<file path="config.mk">
export PLATFORM = sky130hd
export DESIGN_NAME = pe_array_sequencer
export DESIGN_NICKNAME = d
export VERILOG_FILES = /design/src/rtl/pe_array_sequencer.sv
export SDC_FILE = /design/constraint.sdc
export NUM_CORES = 1
export LEC_CHECK = 0
export ABC_AREA = 1
export CORE_ASPECT_RATIO = 0.8
export CORE_MARGIN = 5
export CORE_UTILIZATION = 50
export CTS_CLUSTER_SIZE = 20
export DETAILED_ROUTE_END_ITERATION = 8
export DONT_BUFFER_PORTS = 1
export SETUP_SLACK_MARGIN = 0.05
export SYNTH_ARGS = -nofsm -noshare
export SYNTH_HDL_FRONTEND = slang
export SYNTH_SLANG_ARGS = --single-unit
</file>
<file path="constraint.sdc">
create_clock -name CLK -period 3.2 [get_ports CLK]
set_clock_uncertainty 0.1 [all_clocks]
set_input_delay 0.32 -clock CLK [delete_from_list [all_inputs] [get_ports CLK]]
set_output_delay 0.32 -clock CLK [all_outputs]
set_load 0.005 [all_outputs]
</file>
<file path="src/rtl/pe_array_sequencer.sv">
// pe_array_sequencer: drives a linear MAC PE chain through weight load,
// commit, sample streaming and drain, returning one sum per sample.
module pe_array_sequencer #(
    parameter int N        = 8,
    parameter int W        = 18,
    parameter int LEN_W    = 16,
    parameter int PIPE_LAT = N + 2
) (
    input  logic             CLK,
    input  logic             RST,
    input  logic             cfg_start,
    input  logic             cfg_reload,
    input  logic [LEN_W-1:0] cfg_len,
    output logic             busy,
    output logic             done,
    input  logic             w_valid,
    output logic             w_ready,
    input  logic [W-1:0]     w_data,
    input  logic             x_valid,
    output logic             x_ready,
    input  logic [W-1:0]     x_data,
    output logic             y_valid,
    input  logic             y_ready,
    output logic [W-1:0]     y_data,
    output logic             y_last,
    output logic [W-1:0]     pe_din,
    output logic             pe_we,
    output logic             pe_en,
    input  logic [W-1:0]     pe_sumo
);
    localparam int WCW = $clog2(N + 1);

    typedef enum logic [2:0] {
        S_IDLE,
        S_LOAD,
        S_COMMIT,
        S_STREAM,
        S_DRAIN,
        S_DONE
    } state_t;

    state_t              r_state;
    state_t              w_nstate;
    logic [LEN_W-1:0]    r_len;
    logic [LEN_W-1:0]    r_xcnt;
    logic [LEN_W-1:0]    r_ocnt;
    logic [WCW-1:0]      r_wcnt;
    logic [PIPE_LAT-1:0] r_tag;

    logic             w_tail;
    logic             w_adv;
    logic             w_shift;
    logic [LEN_W-1:0] w_len_m1;

    assign w_tail   = r_tag[PIPE_LAT-1];
    assign w_len_m1 = r_len - LEN_W'(1);
    assign y_data   = pe_sumo;
    assign y_last   = y_valid && (r_ocnt == w_len_m1);
    assign w_shift  = pe_en &&
                      (r_state == S_STREAM || r_state == S_DRAIN);

    always_comb begin
        w_nstate = r_state;
        w_adv    = 1'b0;
        pe_en    = 1'b0;
        pe_we    = 1'b0;
        pe_din   = '0;
        w_ready  = 1'b0;
        x_ready  = 1'b0;
        y_valid  = 1'b0;
        busy     = 1'b0;
        done     = 1'b0;
        unique case (r_state)
            S_IDLE: begin
                if (cfg_start) begin
                    if (cfg_reload)
                        w_nstate = S_LOAD;
                    else if (cfg_len != '0)
                        w_nstate = S_STREAM;
                    else
                        w_nstate = S_DONE;
                end
            end
            S_LOAD: begin
                busy    = 1'b1;
                w_ready = 1'b1;
                pe_din  = w_data;
                w_adv   = w_valid;
                pe_en   = w_adv && (!w_tail || y_ready);
                if (w_valid && r_wcnt == WCW'(N - 1))
                    w_nstate = S_COMMIT;
            end
            S_COMMIT: begin
                busy     = 1'b1;
                pe_we    = 1'b1;
                pe_en    = 1'b1;
                w_nstate = (r_len != '0) ? S_STREAM : S_DONE;
            end
            S_STREAM: begin
                busy    = 1'b1;
                pe_din  = x_data;
                w_adv   = x_valid;
                pe_en   = w_adv && (!w_tail || y_ready);
                x_ready = pe_en;
                y_valid = w_tail && w_adv;
                if (pe_en && r_xcnt == w_len_m1)
                    w_nstate = S_DRAIN;
            end
            S_DRAIN: begin
                busy    = 1'b1;
                w_adv   = 1'b1;
                pe_en   = !w_tail || y_ready;
                y_valid = w_tail;
                if (y_valid && y_ready && r_ocnt == w_len_m1)
                    w_nstate = S_DONE;
            end
            S_DONE: begin
                done     = 1'b1;
                w_nstate = S_IDLE;
            end
            default: w_nstate = S_IDLE;
        endcase
    end

    always_ff @(posedge CLK) begin
        if (!RST) begin
            r_state <= S_IDLE;
            r_len   <= '0;
            r_xcnt  <= '0;
            r_ocnt  <= '0;
            r_wcnt  <= '0;
            r_tag   <= '0;
        end else begin
            r_state <= w_nstate;
            if (r_state == S_IDLE && cfg_start) begin
                r_len  <= cfg_len;
                r_xcnt <= '0;
                r_ocnt <= '0;
                r_wcnt <= '0;
            end
            if (r_state == S_LOAD && w_valid)
                r_wcnt <= r_wcnt + WCW'(1);
            if (x_ready && x_valid)
                r_xcnt <= r_xcnt + LEN_W'(1);
            if (y_valid && y_ready)
                r_ocnt <= r_ocnt + LEN_W'(1);
            // a 1 marks a real sample; drain advances push bubbles
            if (w_shift)
                r_tag <= {r_tag[PIPE_LAT-2:0], (r_state == S_STREAM)};
        end
    end
endmodule
</file>
==> results.md <==
- CTS tree: yes
- Average cell area after synthesis: 6.31 sq um
- Max Cap Viol: 0
- Drt pass-1 iters: 5
- Synthesized Nets: 775
- Pwr/cell area: 825 nW/um^2
- DR vias: 4486
- Initial core utilization: 0.513
- Placed Cells incl. Taps: 774
- Drt total wl: 13400 um
- Core area: 8520 sq um
- Worst hold path depth: 2
- Setup crit end: y_last
- Fraction of layout cells with a size suffix above 1: 0.0838
- Top cells by instance count after synthesis: nand2_1 (190), inv_1 (73), nand3_1 (67)
- EDFF count, synth: 0
- R2R Path Start: r_state[2]
- Crit path launch: r_len[0]
- # setup viols final: 0
- Die footprint: 10700 sq um
- Number of vias per cell: 5.66
- # fillers: 905
- Antenna violations before repair: 0
- Crit end category: output pin
- Die outline height: 93.6 um
- #FFs+latches synth: 65
- GPL Wtd Cong: 0.928
- Top cells by area, synth: dfxtp_1 (30%), nand2_1 (16%), nand3_1 (7.7%), a21oi_1 (6.4%), inv_1 (6.3%)
- Period utilisation layout: 0.897
- HPWL Detailed: 10600 um
- Skew-Pair Late Insertion Delay: 0.37 ns
- Synth Warn #: 0
- Crit-path max FO: 8
- Vias in the first global route: 4093
- Fin crit period: 2.87 ns
- H-Tree Depth: 3
- Cells after Synth: 693
- R2r worst-path depth: 9
- CTS buffer count: 9
- Routed WL per cell: 17.0 um
- Overall Global Routing Usage: 0.253
- Max Freq: 349 MHz
- Worst hold-check path type: input port to register
- Asr flop ratio synth: 0
- Top cell type's share of synthesized area: 0.298
- Die width: 115 um
- Slew @ Worst Pin: 1.02 ns
- N_diodes: 0
- Worst relative slew slack: 0.317
- Reg2reg end: r_tag[2]
- RSZ-0062 raised after global routing: false
- DRT iter0 DRCs: 278
- Non-Filler Instances: 792
- Area occupied by multi-input gates: 2570 sq um
- TNS Setup: 0 ns
- Congestion Overflow GR: 0
- Most frequent cell after synthesis: nand2_1
- Nets@finish: 757
- R2r setup slk: 0.54 ns
- Maximum vdd drop: 400 uV
- Synth cell types: 36
- Worst Setup Path Type: register to output pin
- Sequential Area: 1300 sq um
- Pwr Total: 3.78 mW
- Top_reg_cell synth: dfxtp_1
- CTS Buffer Depth: 2
- Req. time, crit path: 2.78 ns
- Post-CTS Setup Repair Bufs: 0
- Synth area leader: dfxtp_1
- Worst Path Arrival: 2.45 ns
- Largest net degree at the start of global routing: 27
- Global-route wire length before repair: 20900 um
- Pleak: 1.81 nW
- Final core occ: 0.537
- I/O pins: 121
- Worst-path clk slew: 0.08 ns
- Outcome: completed
- Startpoint types: register
- Cell Area, Synth: 4370 sq um
- Final ANT Viol Nets: 0
- Port buffer count: 0
- Post-synthesis sequential area ratio: 0.298
- DRC violations left: 0
- Syn-to-layout area delta: 4.69%
- Slew Viols, Final: 0
- Num rows: 30
- Final Hold Vio Count: 0
- Clk sinks: 65
- CTS root buffer: clkbuf_8
-- kinds of logic after synthesis --
| kind of cell | share of synthesized area |
|---|---|
| AOI/OAI and AO/OA | 0.178 |
| DFF | 0.298 |
| xor gates and xnor gates | 0.00802 |
| and+or+nand+nor | 0.386 |
| buffers and inverters | 0.116 |
| adders and majority gates | 0.0143 |
-- cells in the final DEF (no fill, tap or decap), types with 2 or more instances in the layout --
cell	count
o21ai_0	34
inv_6	5
nand3_1	67
nand2_2	5
a211oi_1	11
xor2_1	3
ha_1	4
inv_1	72
nand3b_1	3
dlygate4sd3_1	2
nor2_2	9
clkbuf_8	9
a221oi_1	5
nor2_4	5
nor3_1	11
nor2_1	57
nand2_1	190
inv_2	6
a21oi_1	56
nor4_2	2
nor4_1	6
nand2_4	2
a22o_1	18
buf_4	5
a22oi_1	2
nor3_2	2
nand4_1	12
dfxtp_1	65
-- worst max-delay path, stage by stage, from the launching register on --
cell	delay (ns)
dfxtp_1	0.42
inv_2	0.12
ha_2	0.38
inv_1	0.05
nand2_1	0.05
nand2_1	0.05
nor2_1	0.09
nand3_1	0.08
nor2_1	0.12
nand2_1	0.07
nor2_1	0.09
nand2_1	0.09
nor2_2	0.13
nand3_1	0.09
nor3_1	0.25
-- routing by layer --
| metal | wire, um | GRT usage | vias up |
|---|---|---|---|
| met5 | 0 | 0 | - |
| met4 | 244 | 0.0801 | 0 |
| met3 | 1070 | 0.0466 | 21 |
| met2 | 6410 | 0.430 | 179 |
| met1 | 5720 | 0.322 | 2033 |
| li1 | - | - | 2253 |
-- how the worst min path moves through the flow --
stage / startpoint / to
after floorplan: r_tag[0] / r_tag[0]
after global placement: RST / r_state[0]
after detailed placement: RST / r_state[0]
after CTS: RST / r_xcnt[0]
after global routing: RST / r_xcnt[0]
final: RST / r_xcnt[0]
-- repair_timing --
item,4_1_cts,5_1_grt
resized for setup,0,2
hold endpoints to repair,25,0
setup endpoints to repair,0,1
hold buffers,2,0
-- cell type report --
cell class,count,share of cell area
clock inverters,7,0.0178
flip-flops and latches,65,0.284
well taps,112,0.0306
inverters,80,0.0662
multi-input cells,512,0.562
repair buffers,7,0.0126
clock buffers,9,0.0271
-- state kept, by name, indices dropped and copies added (netlist names) --
name     cells
r_ocnt      16
r_tag       10
r_state      3
r_xcnt      16
r_len       16
r_wcnt       4
-- metrics by stage --
step                instance area [sq um]  hold slack (ns)  setup slack [ns]
global placement                     4350            0.347             0.573
global route                         4580           0.0308            0.0989
detailed placement                   4350            0.351             0.542
CTS                                  4570         0.000278             0.123
floorplan                            4370            0.340              1.05
finish                               4580           0.0179             0.331
-- report_power, final --
part	internal, mW	switching [mW]
sequential	0.899	0.117
clock	0.373	0.380
combinational	0.624	1.39
(Power assumes the default switching activity.)
==> patch, RTL diff (same flow settings) <==
Encoding of `state_t`: now one-hot (6 bits for 6 states).
--- a/src/rtl/pe_array_sequencer.sv
+++ b/src/rtl/pe_array_sequencer.sv
@@ -30,13 +30,13 @@
 );
     localparam int WCW = $clog2(N + 1);
 
-    typedef enum logic [2:0] {
-        S_IDLE,
-        S_LOAD,
-        S_COMMIT,
-        S_STREAM,
-        S_DRAIN,
-        S_DONE
+    typedef enum logic [5:0] {
+        S_IDLE   = 6'b000001,
+        S_LOAD   = 6'b000010,
+        S_COMMIT = 6'b000100,
+        S_STREAM = 6'b001000,
+        S_DRAIN  = 6'b010000,
+        S_DONE   = 6'b100000
     } state_t;
 
     state_t              r_state;
Formal check against the unedited RTL: no difference found for any inputs over 10 cycles, from zero or initial values and one cycle with RST low; not proved beyond that.
==> patch against the unedited design <==
- sequential power is 9% higher
- largest power group unchanged
- power is 9.6% higher
- synthesized area is 3.5% higher
- routed wire length is 2.0% lower
- largest cell class unchanged
- design area is 5.4% higher
- critical endpoint unchanged
- sequential cell count is 3 higher
- worst setup slack worse by 0.0049 ns
==> patch: results (changes against the unedited design) <==
Logic synthesis
  • Compound-Gate Fraction of Synth Area: 18.1% (was 17.8%)
  • Yosys warns: 0 (unchanged)
  • Yosys cell types: 43 (was 36)
  • Xor and xnor area share after synthesis: 1.16% (was 0.801%)
  • Sequential-to-total area share from yosys stat: 30.1% (was 29.8%)
  • Most frequent cells after synthesis: 161 x nand2_1, 89 x inv_1, 79 x nand3_1 (was 190 x nand2_1, 73 x inv_1, 67 x nand3_1)
  • Dominant synthesized flop cell: dfxtp_1 (unchanged)
  • Synth top area cells: dfxtp_1 30%, nand2_1 13%, nand3_1 8.7%, inv_1 7.4%, nor2_1 6.5% (was dfxtp_1 30%, nand2_1 16%, nand3_1 7.7%, a21oi_1 6.4%, inv_1 6.3%)
  • Ys async rst share: 0% (unchanged)
  • Post-Synth Adder-Cell Area: 1.11% (was 1.43%)
  • Syn nets: 796 (was 775)

Cells and area
  • Diodes inserted: 0 (unchanged)
  • Fin nets: 775 (was 757)
  • Ratio of cells with drive above 1 in the final layout: 7.73% (was 8.38%)

Drt
  • Vias/cell: 5.69 (was 5.66)
  • Drt first pass iters: 5 (unchanged)
  • DR WL/cell: 16.2 µm (was 17.0 µm)
  • Starting DRT DRC Count: 412 (was 278)

GRT
  • Pin count of the biggest net entering global routing: 50 (was 27)
  • First-pass GRT wire length: 20.9 mm (about the same)
  • GR Util All Layers: 24.2% (was 25.3%)
  • Vias in the first global route: 4,275 (was 4,093)
  • Antenna violations before repair: 0 (unchanged)

Power and ir drop
  • Leak Pwr: 0.00196 µW (was 0.00181 µW)
  • Maximum vdd drop: 475 µV (was 400 µV)

Worst setup path
  • Max stage delay cell, worst path: or3_1 (was dfxtp_1)
  • WP data arrival: 2.45 ns (about the same)
  • Largest stage delay on the critical path: 0.40 ns (was 0.42 ns)
  • Setup CP Type: register to output port (unchanged)
  • Worst r2r src: r_len[0] (was r_state[2])

Placed design
  • Post-Place Worst Slack: 0.507 ns (was 0.542 ns)
  • RD Place Congestion: 0.914 (was 0.928)
  • Placed Area: 0.00449 mm² (was 0.00435 mm²)
  • Port buffer count: 0 (unchanged)
  • Post-DP HPWL: 10.1 mm (was 10.6 mm)

Clocking
  • Clock slew seen by the registers of the worst setup and hold paths: 0.06 ns (was 0.08 ns)
  • Worst-Skew Late Latency: 0.33 ns (was 0.37 ns)
  • Root Driver: clkbuf_16 (was clkbuf_8)
  • H-tree depth: 3 (unchanged)
  • Clk buf depth: 2 (unchanged)
  • CTS Buf Count: 9 (unchanged)

Hold path
  • HP Start: RST (unchanged)
  • Hold Crit Class: input pin to register (unchanged)

Outcome
  • Status: complete, no violations (unchanged)

Timing
  • Relative slew slack: 36.9% (was 31.7%)
-- patch: path summary, 6_finish.rpt --
| kind | endpoint | slack, ns | cells after the start |
|---|---|---|---|
| max | y_last | 0.33 | 11 |
| min | r_state[3] | 0.02 | 2 |
| max reg2reg | r_state[2] | 0.66 | 17 |
| min reg2reg | r_tag[0] | 0.37 | 2 |
-- patch: where the power goes --
group	internal, µW	switching [µW]
clock network	622	375
registers	968	146
logic	640	1390
-- patch: through the flow --
| stage | power, µW | instances |
|---|---|---|
| floorplan | 2700 | 715 |
| global placement | 3070 | 797 |
| detailed placement | 3100 | 797 |
| CTS | 4120 | 814 |
| global route | 4530 | 814 |
| finish | 4140 | 814 |
-- patch: routing by layer --
metal | vias to the layer above | track usage [%] | part of all wire, %
met4 | 0 | 7.63 | 2.0
met2 | 170 | 38.6 | 45
met1 | 2111 | 32.9 | 46
li1 | 2320 | - | -
met5 | - | 0 | 0
met3 | 33 | 4.95 | 7.4
-- patch: final cells by class --
class                           count  area, µm²
Fill cell                         901       4140
Clock buffer                       10        239
Sequential cell                    68       1360
Clock inverter                      6       63.8
Timing Repair Buffer                6       47.5
Inverter                           94        353
Multi-Input combinational cell    515       2620
Tap cell                          115        144
-- patch: critical path: cells and delay by family (launching register included) --
family	cells	cell delay (ns)
fa+ha+maj	1	0.23
flops	1	0.34
simple gates	9	1.44
buf+inv	1	0.13
-- patch: cell families after synthesis --
group	after synthesis
AOI/OAI and AO/OA	135
xor gates and xnor gates	6
adders and majority gates	4
buffers and inverters	132
DFF	68
and+or+nand+nor	370
-- patch: repair_timing --
item,in CTS,in global routing
hold buffers,1,0
endpoints found under the hold margin,1,0
gates resized for setup,0,4
setup endpoints to repair,0,1
setup buffers,0,0
